File: src/rtl/ram_to_ft245_tx.sv
// Streams one ADC capture frame from sample RAM port B to an FT245 USB FIFO, low byte first, paced by TXE#.
// Define FT_SYNC_HEADER_EN to prefix each frame with the sync header bytes 8'hA5, 8'h5A.
module ram_to_ft245_tx #(
    parameter int ADDR_WIDTH = 10,
    parameter int WR_SETUP   = 2,
    parameter int WR_PULSE   = 4,
    parameter int WR_RECOVER = 2
) (
    input  logic                  clk,
    input  logic                  rst,
    input  logic                  start,
    output logic [ADDR_WIDTH-1:0] ram_rd_addr,
    input  logic [15:0]           ram_data_in,
    input  logic                  ft_txe_n,
    output logic                  ft_wr,
    output logic [7:0]            ft_data,
    output logic                  ft_data_oe,
    output logic                  busy,
    output logic                  done,
    output logic [2:0]            fsm_state
);
    localparam logic [2:0] IDLE     = 3'd0;
    localparam logic [2:0] FETCH    = 3'd1;
    localparam logic [2:0] WAIT_TXE = 3'd2;
    localparam logic [2:0] SETUP    = 3'd3;
    localparam logic [2:0] STROBE   = 3'd4;
    localparam logic [2:0] RECOVER  = 3'd5;
    localparam logic [2:0] FINISH   = 3'd6;

    localparam int CW = 16;

    logic [2:0]    state;
    logic [CW-1:0] cnt;
    logic [15:0]   word;
    logic          byte_hi;
    logic          txe_s1;
    logic          txe_s2;
`ifdef FT_SYNC_HEADER_EN
    logic          hdr;
`endif

    assign fsm_state = state;

    // Data bus follows the latched word and byte index, so it only moves when those registers do.
    always_comb begin
        ft_data = byte_hi ? word[15:8] : word[7:0];
`ifdef FT_SYNC_HEADER_EN
        if (hdr) ft_data = byte_hi ? 8'h5A : 8'hA5;
`endif
    end

    always_ff @(posedge clk or posedge rst) begin
        if (rst) begin
            state       <= IDLE;
            cnt         <= '0;
            word        <= '0;
            byte_hi     <= 1'b0;
            txe_s1      <= 1'b1;
            txe_s2      <= 1'b1;
            ram_rd_addr <= '0;
            ft_wr       <= 1'b0;
            ft_data_oe  <= 1'b0;
            busy        <= 1'b0;
            done        <= 1'b0;
`ifdef FT_SYNC_HEADER_EN
            hdr         <= 1'b0;
`endif
        end else begin
            txe_s1 <= ft_txe_n;
            txe_s2 <= txe_s1;
            done   <= 1'b0;
            case (state)
                IDLE: begin
                    if (start) begin
                        busy        <= 1'b1;
                        ram_rd_addr <= '0;
                        cnt         <= '0;
`ifdef FT_SYNC_HEADER_EN
                        hdr         <= 1'b1;
                        byte_hi     <= 1'b0;
                        ft_data_oe  <= 1'b1;
                        state       <= WAIT_TXE;
`else
                        state       <= FETCH;
`endif
                    end
                end
                // Two cycles: one for the address register, one for the RAM read latency.
                FETCH: begin
                    if (cnt == CW'(1)) begin
                        cnt        <= '0;
                        word       <= ram_data_in;
                        byte_hi    <= 1'b0;
                        ft_data_oe <= 1'b1;
                        state      <= WAIT_TXE;
                    end else begin
                        cnt <= cnt + CW'(1);
                    end
                end
                WAIT_TXE: begin
                    if (!txe_s2) begin
                        cnt   <= '0;
                        state <= SETUP;
                    end
                end
                SETUP: begin
                    if (cnt == CW'(WR_SETUP - 1)) begin
                        cnt   <= '0;
                        ft_wr <= 1'b1;
                        state <= STROBE;
                    end else begin
                        cnt <= cnt + CW'(1);
                    end
                end
                STROBE: begin
                    if (cnt == CW'(WR_PULSE - 1)) begin
                        cnt   <= '0;
                        ft_wr <= 1'b0;
                        state <= RECOVER;
                    end else begin
                        cnt <= cnt + CW'(1);
                    end
                end
                RECOVER: begin
                    if (cnt == CW'(WR_RECOVER - 1)) begin
                        cnt <= '0;
`ifdef FT_SYNC_HEADER_EN
                        if (hdr) begin
                            if (!byte_hi) begin
                                byte_hi <= 1'b1;
                                state   <= WAIT_TXE;
                            end else begin
                                hdr   <= 1'b0;
                                state <= FETCH;
                            end
                        end else
`endif
                        if (!byte_hi) begin
                            byte_hi <= 1'b1;
                            state   <= WAIT_TXE;
                        end else if (ram_rd_addr != '1) begin
                            ram_rd_addr <= ram_rd_addr + ADDR_WIDTH'(1);
                            state       <= FETCH;
                        end else begin
                            done        <= 1'b1;
                            busy        <= 1'b0;
                            ft_data_oe  <= 1'b0;
                            ram_rd_addr <= '0;
                            state       <= FINISH;
                        end
                    end else begin
                        cnt <= cnt + CW'(1);
                    end
                end
                FINISH: begin
                    state <= IDLE;
                end
                default: begin
                    state <= IDLE;
                end
            endcase
        end
    end
endmodule

File: config.mk
export PLATFORM = sky130hd
export DESIGN_NAME = ram_to_ft245_tx
export DESIGN_NICKNAME = d
export VERILOG_FILES = /design/src/rtl/ram_to_ft245_tx.sv
export SDC_FILE = /design/constraint.sdc
export NUM_CORES = 1
export LEC_CHECK = 0
export CELL_PAD_IN_SITES_DETAIL_PLACEMENT = 1
export CELL_PAD_IN_SITES_GLOBAL_PLACEMENT = 1
export CORE_ASPECT_RATIO = 0.7
export CORE_MARGIN = 5
export CORE_UTILIZATION = 38
export DETAILED_ROUTE_END_ITERATION = 10
export GPL_ROUTABILITY_DRIVEN = 0
export GPL_TIMING_DRIVEN = 0
export HOLD_SLACK_MARGIN = 0.05
export PLACE_DENSITY = 0.76
export SLEW_MARGIN = 30
export SYNTH_ARGS = -nofsm -noshare
export SYNTH_HDL_FRONTEND = slang
export SYNTH_SLANG_ARGS = --single-unit
File: constraint.sdc
create_clock -name clk -period 2.4 [get_ports clk]
set_input_delay 0.6 -clock clk [delete_from_list [all_inputs] [get_ports clk]]
set_output_delay 0.6 -clock clk [all_outputs]
set_load 0.005 [all_outputs]
Word level (Yosys, flattened, before mapping). Cells that the tools add are included.

Reduce and logical (&&, ||, !) cells: 14. Add/subtract/negate cells: 2. Mux-type cells: 35. Equality and inequality tests: 16.

Operators by type and width (count): $mux W16 (4); $pmux W16 S4 (1); $mux W10 (4); $mux W3 (8); $pmux W10 S2 (1); $pmux W3 S6 (1); $add A16 B1 Y16 const B (1); $eq A16 B1 Y1 const B (1); $eq A16 B2 Y1 const B (1); $ne A2 B2 Y1 const B (8); $mux W1 (11); $add A10 B1 Y10 const B (1); $ne A10 B10 Y1 const B (1); $reduce_and A5 Y1 (2); $reduce_and A3 Y1 (3); $mux W8 (1); $pmux W1 S2 (4); $eq A3 B2 Y1 const B (2); $eq A3 B3 Y1 const B (2); $reduce_and A6 Y1 (1); $reduce_bool A2 Y1 (3); $reduce_and A4 Y1 (1); $reduce_bool A4 Y1 (1); $eq A3 B1 Y1 const B (1); other kinds (3) (3).

Logic and storage cells: 78. Bits of input ports: 20. Flip-flop bits (word level): 52.

Longest topological paths before layout. Gate-level depths: netlist of run 1.

Depth in word-level cells: 5. Depth in mapped cells: 8. Gate-level depth less buffers: 7.

Worst setup path before layout of run 1. Ideal clock, no wire load.

Path type: register to register. Start: reg cnt[8]. End: reg word[1]. Period minus slack after synthesis: 1.905 ns. Cell stages (with the launch flop): 7. Buffers on the path: 1. Setup time: 0.125 ns. Data arrival time: 1.780 ns. Path slack: 0.495 ns. Cell sequence: dfrtp_1 -> nor4_1 -> and4_1 -> nand2_2 -> nor2_8 -> buf_6 -> mux2_2.

Word-level cells in the longest chain between the ends: 2.

RTL lines: start, declared (RTL line 33) `logic [CW-1:0] cnt;`; start signal, assigned (RTL line 97) `cnt <= cnt + CW'(1);`; start signal, assigned (RTL line 112) `cnt <= cnt + CW'(1);`; start signal, assigned (RTL line 121) `cnt <= cnt + CW'(1);`; $eq A16 B1 Y1 (RTL line 90) `if (cnt == CW'(1)) begin`; $reduce_and A2 Y1 (no line); end signal, assigned (RTL line 92) `word <= ram_data_in;`; end, declared (RTL line 34) `logic [15:0] word;`.

Every way passes these cells. A chain may end at the register's enable or synchronous reset.

Final worst setup path of run 1.
Start: reg byte_hi. End: out ft_data[7].

Word-level cells in the longest chain between the ends: 1.

RTL lines: start, declared (RTL line 35) `logic byte_hi;`; start signal, assigned (RTL line 57) `byte_hi <= 1'b0;`; start signal, assigned (RTL line 93) `byte_hi <= 1'b0;`; start signal, assigned (RTL line 139) `byte_hi <= 1'b1;`; $mux W8 (RTL line 46) `ft_data = byte_hi ? word[15:8] : word[7:0];`; end, declared (RTL line 16) `output logic [7:0] ft_data,`.

Every way passes these cells.

==> flow_summary.ini, run 1 <==
[run_status]
status = complete, no violations

[cells_and_area]
diodes = 0
multiInputGateArea_um2 = 1330
final_nets = 351
areaGrowthSynthToFinish_pct = 26.6
drive_gt1_frac = 0.176
seq_area_um2 = 1300
nFillCells = 803
final_cells = 423

[synth]
ys_ff_latch = 52
ys_types = 48
synth.top_cells.by_area = dfrtp_1 46%, mux2_2 10%, nand2_1 4.7%, o21ai_0 4.1%, nor2_1 3.3%
yosys.area.top_type = dfrtp_1
ys.flop_type = dfrtp_1
synth_top_area_share = 0.464
ys_warn_count = 0
synth_fp_nets = 298
async_reset_ff_frac = 1.00
syn_inst = 275
netlist_area_um2 = 2690
synth.avg_cell_area_um2 = 9.80
seq_area_frac_synth = 0.484
synth_edf_count = 0

[sta]
max_freq_mhz = 443
slew_violations = 0
relSlewSlack = 0.578
finalSetupViolCount = 0
fin_crit_sh = 0.940
skew_ns = 0.00946
hold_viol = 0
min_period_ns = 2.26
grt_setup_unrepaired = false
fin_ws_ns = 0.145
worst_slew_pin_slew_ns = 0.631

[placement]
portBuffers = 44
dp_slack_ns = 0.0627
dp_cells = 414
dp_hpwl_um = 5280

[global_route]
grt_use_total = 0.168
grt_max_degree = 44
grt_pass1_vias = 2337
gr-total-overflow = 0
grt_pass1_wl_um = 12000
antenna_found_initial = 0

[power]
p_switching_uw = 337
p_leak_uw = 0.00141
swShare = 0.232
peakVddDrop_v = 0.000188
power.density_nw_per_um2 = 427
p_seq_frac = 0.604
internal-power_uw = 1120
power_frac_comb = 0.038
power_frac_clock = 0.358

[drt]
drt_pre_antenna_iters = 4
drc_errors = 0
wl_per_cell_um = 16.9
final_antenna_net_count = 0
vias_per_cell = 5.36
drt_iter0_markers = 114
wirelength_um = 7160
vias = 2268

[min_path]
hold_class = flip-flop to flip-flop
hold_start = txe_s1

[floorplanning]
std_cell_rows = 25
dieArea_um2 = 8900
io_pins = 45
initial_core_util = 0.395
core-area_um2 = 6820
die_h_um = 80.4
fp.dieW_um = 111

[clock_network]
clk_pin_slew_ns = 0.10
ctsLongestPathBuffers = 2
clk_latency_ns = 0.31
cts_sinks = 52
ctsHoldBuffers = 0
cts_root_buf = clkbuf_8
cts_tree = done
cts_buffers = 5
cts_htree_levels = 2

[setup_path]
reg2reg_from = cnt[1]
worstSetupStartpoint = byte_hi
end_kind = output pin
worstPathRequired_ns = 1.80
crit_type = flip-flop to output pin
worstPathArrival_ns = 1.66
path_max_fanout = 10
start_kind = flip-flop

[run]
drv_cap = 0
stage by stage:
stage / total power [uW] / utilization / area, um^2 / hold slack, ns / TNS, ns
3_5_place_dp: 954 / 0.481 / 3280 / 0.347 / 0
6_report: 1460 / 0.500 / 3410 / 0.361 / 0
2_1_floorplan: 910 / - / 2690 / 0.345 / 0
5_1_grt: 1530 / 0.500 / 3410 / 0.371 / 0
3_3_place_gp: 947 / 0.477 / 3250 / 0.347 / -27.28
4_1_cts: 1480 / 0.497 / 3390 / 0.362 / 0
worst max-delay path, stage by stage, from the launching register on:
cell,delay (ns)
dfrtp_1,0.37
buf_6,0.16
mux2_2,0.34
clkdlybuf4s50_1,0.47
what timing repair did:
item | in CTS | in global routing
endpoints found under the setup margin | 8 | 16
pin swaps | 0 | 0
setup buffers | 1 | 0
resized for setup | 2 | 3
cells in the final DEF, fill, tap and decap left out, types with 3 or more instances in the layout:
cell | Yosys | final
clkbuf_8 | 0 | 5
xor2_1 | 3 | 3
nand4_1 | 6 | 6
nand2_1 | 34 | 34
o31ai_1 | 6 | 6
nor2b_1 | 5 | 5
clkdlybuf4s50_1 | 0 | 44
ha_1 | 3 | 3
nor3_1 | 8 | 8
inv_1 | 6 | 5
clkbuf_1 | 3 | 3
dfrtp_1 | 50 | 50
mux2_2 | 24 | 24
or3_1 | 3 | 3
o21bai_1 | 3 | 3
a31oi_1 | 5 | 5
o21ai_0 | 22 | 22
a21oi_1 | 10 | 10
nor2_1 | 24 | 24
nand3_1 | 15 | 15
and3_1 | 4 | 4
buf_2 | 5 | 5
kinds of logic (layout without fill, tap and decap cells):
family / after synthesis / count (layout) / share of synthesized area
buf+inv: 17 / 71 / 0.0302
flops: 52 / 52 / 0.484
compound gates: 60 / 60 / 0.140
xor+xnor: 3 / 3 / 0.00976
simple gates: 115 / 115 / 0.217
mux: 25 / 25 / 0.105
fa+ha+maj: 3 / 3 / 0.0139
area by class of cell:
cell class,count,share of cell area
buffer,11,0.0194
timing repair buffer,46,0.139
clock buffer,5,0.0202
inverter,6,0.00734
sequential,52,0.382
tap,94,0.0345
multi-input combinational,206,0.390
clock inverter,3,0.00697
state kept, by name (all words and copies together) (netlist names):
signal / flops
done: 1
ft_wr: 1
txe_s2: 1
ram_rd_addr: 10
cnt: 16
byte_hi: 1
ft_data_oe: 1
word: 16
txe_s1: 1
busy: 1
fsm_state: 3
synth_stat cells, types with 4 or more instances:
| cell type | n |
|---|---|
| nor2_1 | 24 |
| buf_2 | 5 |
| a21oi_1 | 10 |
| a31oi_1 | 5 |
| and3_1 | 4 |
| nand3_1 | 15 |
| o21ai_0 | 22 |
| o31ai_1 | 6 |
| nand4_1 | 6 |
| dfrtp_1 | 50 |
| mux2_2 | 24 |
| inv_1 | 6 |
| nor3_1 | 8 |
| nor2b_1 | 5 |
| nand2_1 | 34 |
worst paths after layout:
check | endpoint | cells past startpoint | slack [ns]
hold reg to reg | txe_s2 | 0 | 0.36
max in group asynchronous | txe_s1 | 3 | 1.38
min in group asynchronous | word[11] | 2 | 0.52
setup / recovery | ft_data[7] | 3 | 0.14
setup reg to reg | word[7] | 8 | 0.17
hold / removal | txe_s2 | 0 | 0.36
per-layer routing:
layer | GRT usage | routed length (um) | up-vias
li1 | - | - | 1100
met5 | 0 | 0 | -
met1 | 0.237 | 3570 | 1113
met3 | 0.0459 | 358 | 5
met2 | 0.257 | 3170 | 50
met4 | 0.0394 | 63 | 0
power groups by stage:
| stage | registers, uW | clock network (uW) | logic, uW |
|---|---|---|---|
| floorplan | 896 | 0 | 13.5 |
| global placement | 896 | 0 | 50.1 |
| detailed placement | 896 | 0 | 57.6 |
| CTS | 879 | 547 | 57.5 |
| global route | 880 | 586 | 62.1 |
| finish | 879 | 521 | 55.1 |
Note: power is estimated with default switching activity, not from simulation.
==> run 2, diff against run 1 <==
--- a/config.mk
+++ b/config.mk
@@ -11,10 +11,11 @@
 export CORE_MARGIN = 5
 export CORE_UTILIZATION = 38
 export DETAILED_ROUTE_END_ITERATION = 10
+export DONT_BUFFER_PORTS = 1
 export GPL_ROUTABILITY_DRIVEN = 0
 export GPL_TIMING_DRIVEN = 0
 export HOLD_SLACK_MARGIN = 0.05
-export PLACE_DENSITY = 0.76
+export PLACE_DENSITY = 0.65
 export SLEW_MARGIN = 30
 export SYNTH_ARGS = -nofsm -noshare
 export SYNTH_HDL_FRONTEND = slang
==> flow_summary.ini, run 2 (same netlist as run 1, synthesis figures left out) <==
[run_status]
status = complete, no violations

[drt]
drt_pre_antenna_iters = 4
wirelength_um = 6770
drt_iter0_markers = 79
wl_per_cell_um = 17.9
vias_per_cell = 5.53
drc_errors = 0
vias = 2097
final_antenna_net_count = 0

[global_route]
antenna_found_initial = 0
grt_use_total = 0.167
gr-total-overflow = 0
grt_pass1_wl_um = 11900
grt_pass1_vias = 2244
grt_max_degree = 46

[power]
power.density_nw_per_um2 = 487
power_frac_clock = 0.373
power_frac_comb = 0.017
p_switching_uw = 344
p_seq_frac = 0.609
swShare = 0.238
internal-power_uw = 1100
p_leak_uw = 0.00124
peakVddDrop_v = 0.000272

[sta]
skew_ns = 0.00651
relSlewSlack = 0.590
worst_slew_pin_slew_ns = 0.615
fin_setup_tns_ns = 0
finalSetupViolCount = 0
grt_setup_unrepaired = false
fin_crit_sh = 0.935
hold_viol = 0
slew_violations = 0
whs_ns = 0.271
min_period_ns = 2.24
max_freq_mhz = 445

[cells_and_area]
final_common_cell = dfrtp_1
diodes = 0
final_nets = 307
drive_gt1_frac = 0.196
top_regs = cnt: 16 flops, word: 16 flops, ram_rd_addr: 10 flops
final_util = 0.435
layout_common_cells = 50 x dfrtp_1, 34 x nand2_1, 24 x nor2_1, 24 x mux2_2, 22 x o21ai_0
areaGrowthSynthToFinish_pct = 10.1

[floorplanning]
fp.dieW_um = 111
io_pins = 45
std_cell_rows = 25
core-area_um2 = 6820
initial_core_util = 0.395
die_h_um = 80.4
dieArea_um2 = 8900

[clock_network]
cts_tree = done
cts_sinks = 52
cts_buffers = 5
clk_latency_ns = 0.32
cts_root_buf = clkbuf_8
ctsLongestPathBuffers = 2
cts_htree_levels = 2
clk_pin_slew_ns = 0.10
post_cts.repair.setup_buffers = 0

[setup_path]
path_max_fanout = 10
cp_slowest_stage_delay_ns = 0.46
slowest_stage = buf_1
worstPathRequired_ns = 1.80
worstPathArrival_ns = 1.64
start_kind = flip-flop
crit_type = flip-flop to output pin
worstPathCellList = buf_1 > mux2_2
end_kind = output pin
cp_num_buf_inv = 1
cp_top_family = buffers and inverters

[run]
drv_cap = 0

[placement]
dp_hpwl_um = 5160
portBuffers = 0

[min_path]
hold_class = input port to flip-flop
run 2: cell count changes in the layout (fill, tap and decap cells not counted), sizes merged:
cell,delta
buf,-1
clkdlybuf4s50,-44
clkinv,-1
clkinvlp,-1
dlygate4sd3,+1
inv,+2
run 2: power by group through the flow:
stage | registers (uW) | logic (uW) | clock network [uW]
after floorplan | 896 | 13.5 | 0
after global placement | 897 | 19.5 | 0
after detailed placement | 897 | 24.9 | 0
after CTS | 880 | 26.6 | 560
after global routing | 880 | 29.5 | 604
final | 880 | 24.8 | 539
run 2: worst paths after layout:
path,startpoint,end,slack [ns],depth (start not counted)
max in group asynchronous,rst,txe_s2,1.28,3
worst max register to register,cnt[12],word[8],0.20,6
worst min register to register,txe_s1,txe_s2,0.36,0
worst min-delay path,ft_txe_n,txe_s1,0.27,0
worst max-delay path,byte_hi,ft_data[2],0.16,2
min in group asynchronous,rst,word[6],0.64,2
run 2: routing by layer:
metal,GRT usage,vias to the layer above,share of wire
met5,0,-,0
met4,0.0357,0,0.0075
met3,0.0685,5,0.079
met2,0.238,46,0.40
met1,0.236,1037,0.51
li1,-,1009,-
run 2: cell type report:
class	instances	area, um^2
Buffer	11	58.8
Clock buffer	5	68.8
Clock inverter	3	25.0
Fill cell	808	3850
Inverter	6	25.0
Multi-Input combinational cell	206	1330
Sequential cell	52	1300
Tap cell	94	118
Timing Repair Buffer	2	37.5
run 2: through the flow:
step | power [uW] | instance area, um^2 | setup WS (ns) | instances
final | 1440 | 2970 | 0.155 | 379
after global placement | 916 | 2810 | -0.157 | 369
after CTS | 1470 | 2950 | 0.0516 | 379
after floorplan | 910 | 2690 | 0.495 | 275
after global routing | 1510 | 2970 | 0.0128 | 379
after detailed placement | 921 | 2840 | 0.0694 | 370
run 2: timing repair:
action                                 in CTS  in global routing
setup endpoints to repair                   0                 18
gates resized for setup                     0                  2
endpoints found under the hold margin       6                  0
hold buffers                                1                  0
==> run 3, diff against run 2 <==
--- a/config.mk
+++ b/config.mk
@@ -16,6 +16,7 @@
 export GPL_TIMING_DRIVEN = 0
 export HOLD_SLACK_MARGIN = 0.05
 export PLACE_DENSITY = 0.65
+export SKIP_CTS_REPAIR_TIMING = 1
 export SLEW_MARGIN = 30
 export SYNTH_ARGS = -nofsm -noshare
 export SYNTH_HDL_FRONTEND = slang
==> results of run 3 <==
No change in the layout: final DEF, timing and power equal those of run 2.
Among the figures that moved: via count of the first global-routing pass 2244 -> 2243
